==> src/rtl/uart_pkg.sv <==
// Shared register map, STATUS bit layout and transmitter FSM encoding for the MMIO UART.
// Pure definitions; no logic, no latency, no flow control.
package uart_pkg;

  localparam logic [3:0] ADDR_TXDATA  = 4'h0;
  localparam logic [3:0] ADDR_STATUS  = 4'h4;
  localparam logic [3:0] ADDR_BAUDDIV = 4'h8;

  localparam int STAT_FULL    = 0;
  localparam int STAT_EMPTY   = 1;
  localparam int STAT_BUSY    = 2;
  localparam int STAT_OVF     = 3;
  localparam int STAT_CNT_LSB = 8;
  localparam int STAT_CNT_W   = 4;

  typedef enum logic [1:0] {
    IDLE  = 2'd0,
    START = 2'd1,
    DATA  = 2'd2,
    STOP  = 2'd3
  } state_t;

endpackage

==> src/rtl/uart_sync_fifo.sv <==
// Synchronous FIFO with show-ahead output; push/pop take effect on the rising edge.
// A push while full is dropped unless a pop happens on the same edge; a pop while empty is ignored.
module sync_fifo #(
  parameter int WIDTH = 8,
  parameter int DEPTH = 4
) (
  input  logic                     clk,
  input  logic                     reset,
  input  logic                     push,
  input  logic                     pop,
  input  logic [WIDTH-1:0]         din,
  output logic [WIDTH-1:0]         dout,
  output logic                     full,
  output logic                     empty,
  output logic [$clog2(DEPTH):0]   count
);

  localparam int AW = $clog2(DEPTH);

  logic [WIDTH-1:0] mem [DEPTH];
  logic [AW-1:0]    wr_ptr;
  logic [AW-1:0]    rd_ptr;
  logic             do_push;
  logic             do_pop;

  assign empty   = (count == '0);
  assign full    = (count == (AW+1)'(DEPTH));
  assign do_pop  = pop && !empty;
  // A full FIFO can still accept when the head leaves on the same edge.
  assign do_push = push && (!full || do_pop);
  assign dout    = mem[rd_ptr];

  always_ff @(posedge clk or negedge reset) begin
    if (!reset) begin
      wr_ptr <= '0;
      rd_ptr <= '0;
      count  <= '0;
    end else begin
      if (do_push) wr_ptr <= wr_ptr + 1'b1;
      if (do_pop)  rd_ptr <= rd_ptr + 1'b1;
      case ({do_push, do_pop})
        2'b10:   count <= count + 1'b1;
        2'b01:   count <= count - 1'b1;
        default: count <= count;
      endcase
    end
  end

  always_ff @(posedge clk) begin
    if (do_push) mem[wr_ptr] <= din;
  end

endmodule

==> src/rtl/mmio_uart_tx.sv <==
// Memory-mapped 8N1 UART transmitter: bytes written to TXDATA are queued and serialised on uart_tx.
// Reads are combinational; a write into an idle empty FIFO starts the frame one edge later; a full FIFO drops writes and sets overflow.
module mmio_uart_tx #(
  parameter int FIFO_DEPTH   = 4,
  parameter int CLKS_PER_BIT = 4,
  parameter int DIV_W        = 16
) (
  input  logic        clk,
  input  logic        reset,
  input  logic [3:0]  bus_addr,
  input  logic        bus_we,
  input  logic        bus_re,
  input  logic [31:0] bus_wdata,
  output logic [31:0] bus_rdata,
  output logic        uart_tx,
  output logic        irq_empty
);

  import uart_pkg::*;

  localparam int CW = $clog2(FIFO_DEPTH) + 1;

  logic             sel_tx;
  logic             sel_st;
  logic             sel_bd;
  logic             push;
  logic             pop;
  logic [7:0]       fifo_dout;
  logic             fifo_full;
  logic             fifo_empty;
  logic [CW-1:0]    fifo_count;

  logic [DIV_W-1:0] bauddiv;
  logic [DIV_W-1:0] wr_div;
  logic             overflow;

  state_t           state, state_n;
  logic [7:0]       shifter, shifter_n;
  logic [2:0]       bit_idx, bit_idx_n;
  logic [DIV_W-1:0] cnt, cnt_n;
  logic [DIV_W-1:0] div_act, div_n;
  logic             tx_q, tx_n;
  logic             start_frame;

  logic             unused_bits;

  // Only the word offset matters; byte-lane bits and the upper data bits are don't-care.
  assign unused_bits = ^{bus_addr[1:0], bus_wdata};

  assign sel_tx = (bus_addr[3:2] == ADDR_TXDATA[3:2]);
  assign sel_st = (bus_addr[3:2] == ADDR_STATUS[3:2]);
  assign sel_bd = (bus_addr[3:2] == ADDR_BAUDDIV[3:2]);
  assign push   = bus_we && sel_tx;
  assign wr_div = (bus_wdata[DIV_W-1:0] == '0) ? DIV_W'(1) : bus_wdata[DIV_W-1:0];

  sync_fifo #(
    .WIDTH (8),
    .DEPTH (FIFO_DEPTH)
  ) u_fifo (
    .clk   (clk),
    .reset (reset),
    .push  (push),
    .pop   (pop),
    .din   (bus_wdata[7:0]),
    .dout  (fifo_dout),
    .full  (fifo_full),
    .empty (fifo_empty),
    .count (fifo_count)
  );

  always_ff @(posedge clk or negedge reset) begin
    if (!reset) begin
      bauddiv  <= DIV_W'(CLKS_PER_BIT);
      overflow <= 1'b0;
    end else begin
      if (bus_we && sel_bd) bauddiv <= wr_div;
      if (push && fifo_full && !pop) begin
        overflow <= 1'b1;
      end else if (bus_we && sel_st && bus_wdata[STAT_OVF]) begin
        overflow <= 1'b0;
      end
    end
  end

  always_ff @(posedge clk or negedge reset) begin
    if (!reset) begin
      state   <= IDLE;
      shifter <= '0;
      bit_idx <= '0;
      cnt     <= '0;
      div_act <= DIV_W'(CLKS_PER_BIT);
      tx_q    <= 1'b1;
    end else begin
      state   <= state_n;
      shifter <= shifter_n;
      bit_idx <= bit_idx_n;
      cnt     <= cnt_n;
      div_act <= div_n;
      tx_q    <= tx_n;
    end
  end

  always_comb begin
    state_n     = state;
    shifter_n   = shifter;
    bit_idx_n   = bit_idx;
    cnt_n       = cnt;
    div_n       = div_act;
    tx_n        = tx_q;
    start_frame = 1'b0;
    case (state)
      IDLE: begin
        if (!fifo_empty) start_frame = 1'b1;
      end
      START: begin
        if (cnt == '0) begin
          state_n   = DATA;
          bit_idx_n = 3'd0;
          tx_n      = shifter[0];
          cnt_n     = div_act - 1'b1;
        end else begin
          cnt_n = cnt - 1'b1;
        end
      end
      DATA: begin
        if (cnt == '0) begin
          cnt_n = div_act - 1'b1;
          if (bit_idx == 3'd7) begin
            state_n = STOP;
            tx_n    = 1'b1;
          end else begin
            shifter_n = {1'b0, shifter[7:1]};
            tx_n      = shifter[1];
            bit_idx_n = bit_idx + 1'b1;
          end
        end else begin
          cnt_n = cnt - 1'b1;
        end
      end
      STOP: begin
        if (cnt == '0) begin
          if (!fifo_empty) start_frame = 1'b1;
          else             state_n     = IDLE;
        end else begin
          cnt_n = cnt - 1'b1;
        end
      end
      default: state_n = IDLE;
    endcase
    // The divisor is captured here so BAUDDIV writes never disturb a frame in flight.
    if (start_frame) begin
      state_n   = START;
      shifter_n = fifo_dout;
      tx_n      = 1'b0;
      div_n     = bauddiv;
      cnt_n     = bauddiv - 1'b1;
    end
  end

  assign pop       = start_frame;
  assign uart_tx   = tx_q;
  assign irq_empty = fifo_empty && (state == IDLE);

  always_comb begin
    bus_rdata = '0;
    if (bus_re) begin
      if (sel_st) begin
        bus_rdata[STAT_FULL]                   = fifo_full;
        bus_rdata[STAT_EMPTY]                  = fifo_empty;
        bus_rdata[STAT_BUSY]                   = (state != IDLE);
        bus_rdata[STAT_OVF]                    = overflow;
        bus_rdata[STAT_CNT_LSB +: STAT_CNT_W]  = STAT_CNT_W'(fifo_count);
      end else if (sel_bd) begin
        bus_rdata[DIV_W-1:0] = bauddiv;
      end
    end
  end

endmodule

==> config.mk <==
export PLATFORM = sky130hd
export DESIGN_NAME = mmio_uart_tx
export DESIGN_NICKNAME = d
export VERILOG_FILES = /design/src/rtl/uart_pkg.sv /design/src/rtl/uart_sync_fifo.sv /design/src/rtl/mmio_uart_tx.sv
export SDC_FILE = /design/constraint.sdc
export NUM_CORES = 1
export LEC_CHECK = 0
export ABC_AREA = 1
export BUFFER_PORTS_ARGS = -buffer_cell sky130_fd_sc_hd__buf_2
export CAP_MARGIN = 20
export CORE_ASPECT_RATIO = 0.6
export CORE_MARGIN = 1
export CORE_UTILIZATION = 35
export DETAILED_ROUTE_END_ITERATION = 7
export HOLD_SLACK_MARGIN = 0.1
export PLACE_DENSITY_LB_ADDON = 0.2
export SYNTH_ARGS = -nofsm -noshare
export SYNTH_HDL_FRONTEND = slang
export SYNTH_HIERARCHICAL = 1
export SYNTH_SLANG_ARGS = --single-unit
==> constraint.sdc <==
create_clock -name clk -period 7.66 [get_ports clk]
set_clock_uncertainty 0.05 [all_clocks]
set_input_delay 0.766 -clock clk [delete_from_list [all_inputs] [get_ports clk]]
set_output_delay 0.766 -clock clk [all_outputs]
set_load 0.05 [all_outputs]
==> results by group <==
Placement
  • Pre-CTS WS: between 4000 and 5000 ps
  • Post-DP HPWL: roughly 12000 um
  • IO Port Bufs: 39
  • Dpl cells: approximately 1000
  • Routability cong.: ~0.83

Clocking
  • Post CTS Setup Buffer Count: 0
  • Clk_lat worst skew: 350 ps
  • Cts repair resizes: 0
  • CTS tree: built
  • Total CTS buffers: 9
  • # clock sinks: 102
  • Reg clk slew, reported paths: 80 ps
  • Max Root-Sink Buffers: 2
  • CTS H-tree lvls: 3
  • Hold-fix buffers, CTS: 0
  • CTS root buf: clkbuf_16

Floorplanning
  • Die height: about 100 um
  • Initial core utilization: between 30 and 40%
  • Core ar.: between 15000 and 20000 um^2
  • Die width: around 170 um
  • Die area: between 15000 and 20000 um^2
  • # IOs: 74
  • Row cnt: 36

Final layout
  • Most frequent cells in the layout: 187 x nand2_1, 105 x nor2_1, 88 x inv_1, 67 x dfrtp_1, 57 x nand3_1
  • Share of post-route cells with drive strength above 1: 10.8%
  • Final Non-Filler Cells: 1036
  • Layout area overhead: 9.87%
  • Fin util: between 40% and 50%
  • Antenna fix cells: 0
  • Commonest non-fill, non-tap cell in the layout: nand2_1
  • Final net count: 859

Route
  • Post-route ant nets: 0
  • Drt wl/cell: ~15 um
  • Via Count: between 4000 and 5000
  • Routed vias/inst: about 4.7
  • Drt total wl: roughly 16000 um
  • # DRC: 0
  • DRT Pass-1 Iters: 5
  • Initial DRC count: 366

Logic synthesis
  • Netlist cell types: 46
  • Syn_area_per_cell: 7.89 um^2
  • Yosys top cell area share: around 28%
  • Top cells by area, synth: dfrtp_1 28%, edfxtp_1 16%, nand2_1 12%
  • Synth Warn #: 6
  • Cell area after synthesis: around 6100 um^2
  • Synth Flop Type: dfrtp_1
  • Yosys reg bits: 102
  • Cells after Synth: around 770
  • Asr flop ratio synth: approximately two thirds
  • Sequential element share of the synthesized area: between 40% and 50%
  • Number of synthesized flops with an enable pin: 32
  • Yosys top cell by area: dfrtp_1

Job
  • Max cap viols: 0

GRT
  • Grt total ovfl: 0
  • Via count of the first global-routing pass: approximately 4400
  • GRT Overall Usage: between 10% and 20%
  • Largest net degree at the start of global routing: between 70 and 80
  • First-pass GRT wire length: 25000 um
  • Initial antenna violation count: 0

Timing
  • Setup violations, final: 0
  • Actual slew at the worst max-slew pin: between 900 and 1000 ps
  • Setup TNS: 0 ps
  • Final Cycle Share: between 40% and 50%
  • Final setup margin: 4410 ps
  • Hold Violations, Final: 0
  • Maximum clock rate: 308 MHz
  • RSZ-0062 raised after global routing: false
  • Fin. max-slew vios: 0
  • Minimum clock period: approximately 3200 ps
  • Max-slew headroom: between 30% and 40%

Critical path
  • WP data arrival: 3180 ps
  • CP endpoint kind: flop
  • Worst-path maximum fanout: 29
  • Crit path required time: between 7000 and 8000 ps
  • Startpoint types: flop
  • Setup CP Type: flop to flop

Power and ir drop
  • Lkg Pwr: about 3.1 nW
  • PwrDens: 328 nW/um^2
  • Worst vdd ir: 0.123 mV

Hold path
  • Worst Hold Class: flop to flop

Outcome
  • Status: finished clean
[worst max-delay path, cell delays in order (launching register included)]
cell and delay [ps]:
dfrtp_1 420, inv_1 100, nand2_1 140, inv_1 170
nor2_1 450, a21boi_4 250, buf_4 330, inv_1 90
nand3_2 120, nand2_4 80, nor2_1 640
[state kept, by name, summed over array words and instances, names as in the netlist]
signal         count
bauddiv           16
u_fifo/count       3
div_act           16
state              2
u_fifo/rd_ptr      2
cnt               16
overflow           1
u_fifo/wr_ptr      2
uart_tx            1
bit_idx            3
u_fifo/mem        32
shifter            8
[cell type report]
| class | instances | area [um^2] |
|---|---|---|
| Clock buffer | 9 | 225 |
| Clock inverter | 7 | 91.3 |
| Fill cell | 1741 | 9930 |
| Inverter | 93 | 357 |
| Multi-Input combinational cell | 557 | 2810 |
| Sequential cell | 102 | 2720 |
| Tap cell | 228 | 285 |
| Timing Repair Buffer | 40 | 205 |
[cells by family after synthesis]
group           Yosys count  synth area share [%]
mux                       1                 0.164
fa+ha+maj                16                  3.41
flops                   102                  44.6
compound gates          104                  9.29
other cells               1                0.0616
buf+inv                 127                  10.2
xor+xnor                 29                  4.17
simple gates            391                  28.1
[path summary, 6_finish.rpt]
path | start | endpoint | slack [ps] | cells after the start
setup / recovery | u_fifo/count[2] | u_fifo/mem[3][4] | 4410 | 10
hold / removal | bauddiv[2] | bauddiv[2] | 440 | 2
setup reg to reg | u_fifo/count[2] | u_fifo/mem[3][4] | 4410 | 10
hold reg to reg | bauddiv[2] | bauddiv[2] | 440 | 2
max in group asynchronous | reset | div_act[8] | 6450 | 1
min in group asynchronous | reset | bit_idx[1] | 490 | 1
[per-layer routing]
metal	wire length, um	vias to the layer above	global-route usage (%)
li1	-	2516	-
met1	8920	2230	31.0
met2	5430	127	21.6
met3	1110	4	5.44
met4	63	0	3.67
met5	0	-	0
[cell usage after synthesis, types with 2 or more instances]
master	instances
nand2_1	187
nor2_1	105
inv_1	88
dfrtp_1	67
nand3_1	57
o21ai_0	47
o21ai_1	35
edfxtp_1	32
xor2_1	20
buf_4	17
ha_1	15
nor3_1	10
a21oi_1	9
xnor2_1	9
nand4_1	7
buf_6	6
clkbuf_1	6
nor2_2	5
nor2_4	5
inv_2	4
nand2_4	4
buf_2	3
dfstp_2	3
o211ai_1	3
buf_8	2
nand2_2	2
nand3_4	2
nand3b_1	2
o32ai_1	2
[power by group]
group	total (mW)	switching, mW	internal (mW)	leakage [nW]
registers	0.878	0.167	0.711	1.15
logic	0.839	0.548	0.291	1.81
clock network	0.475	0.240	0.234	0.151
total	2.19	0.955	1.24	3.12
[per-stage QoR]
step | area [um^2] | hold slack, ps | power (mW)
6_report | 6690 | 437 | 2.19
4_1_cts | 6690 | 436 | 2.20
3_3_place_gp | 6370 | 418 | 1.71
3_5_place_dp | 6370 | 422 | 1.72
2_1_floorplan | 6140 | 399 | 1.53
5_1_grt | 6690 | 469 | 2.37
No activity file was read; power rests on OpenSTA's default activity.
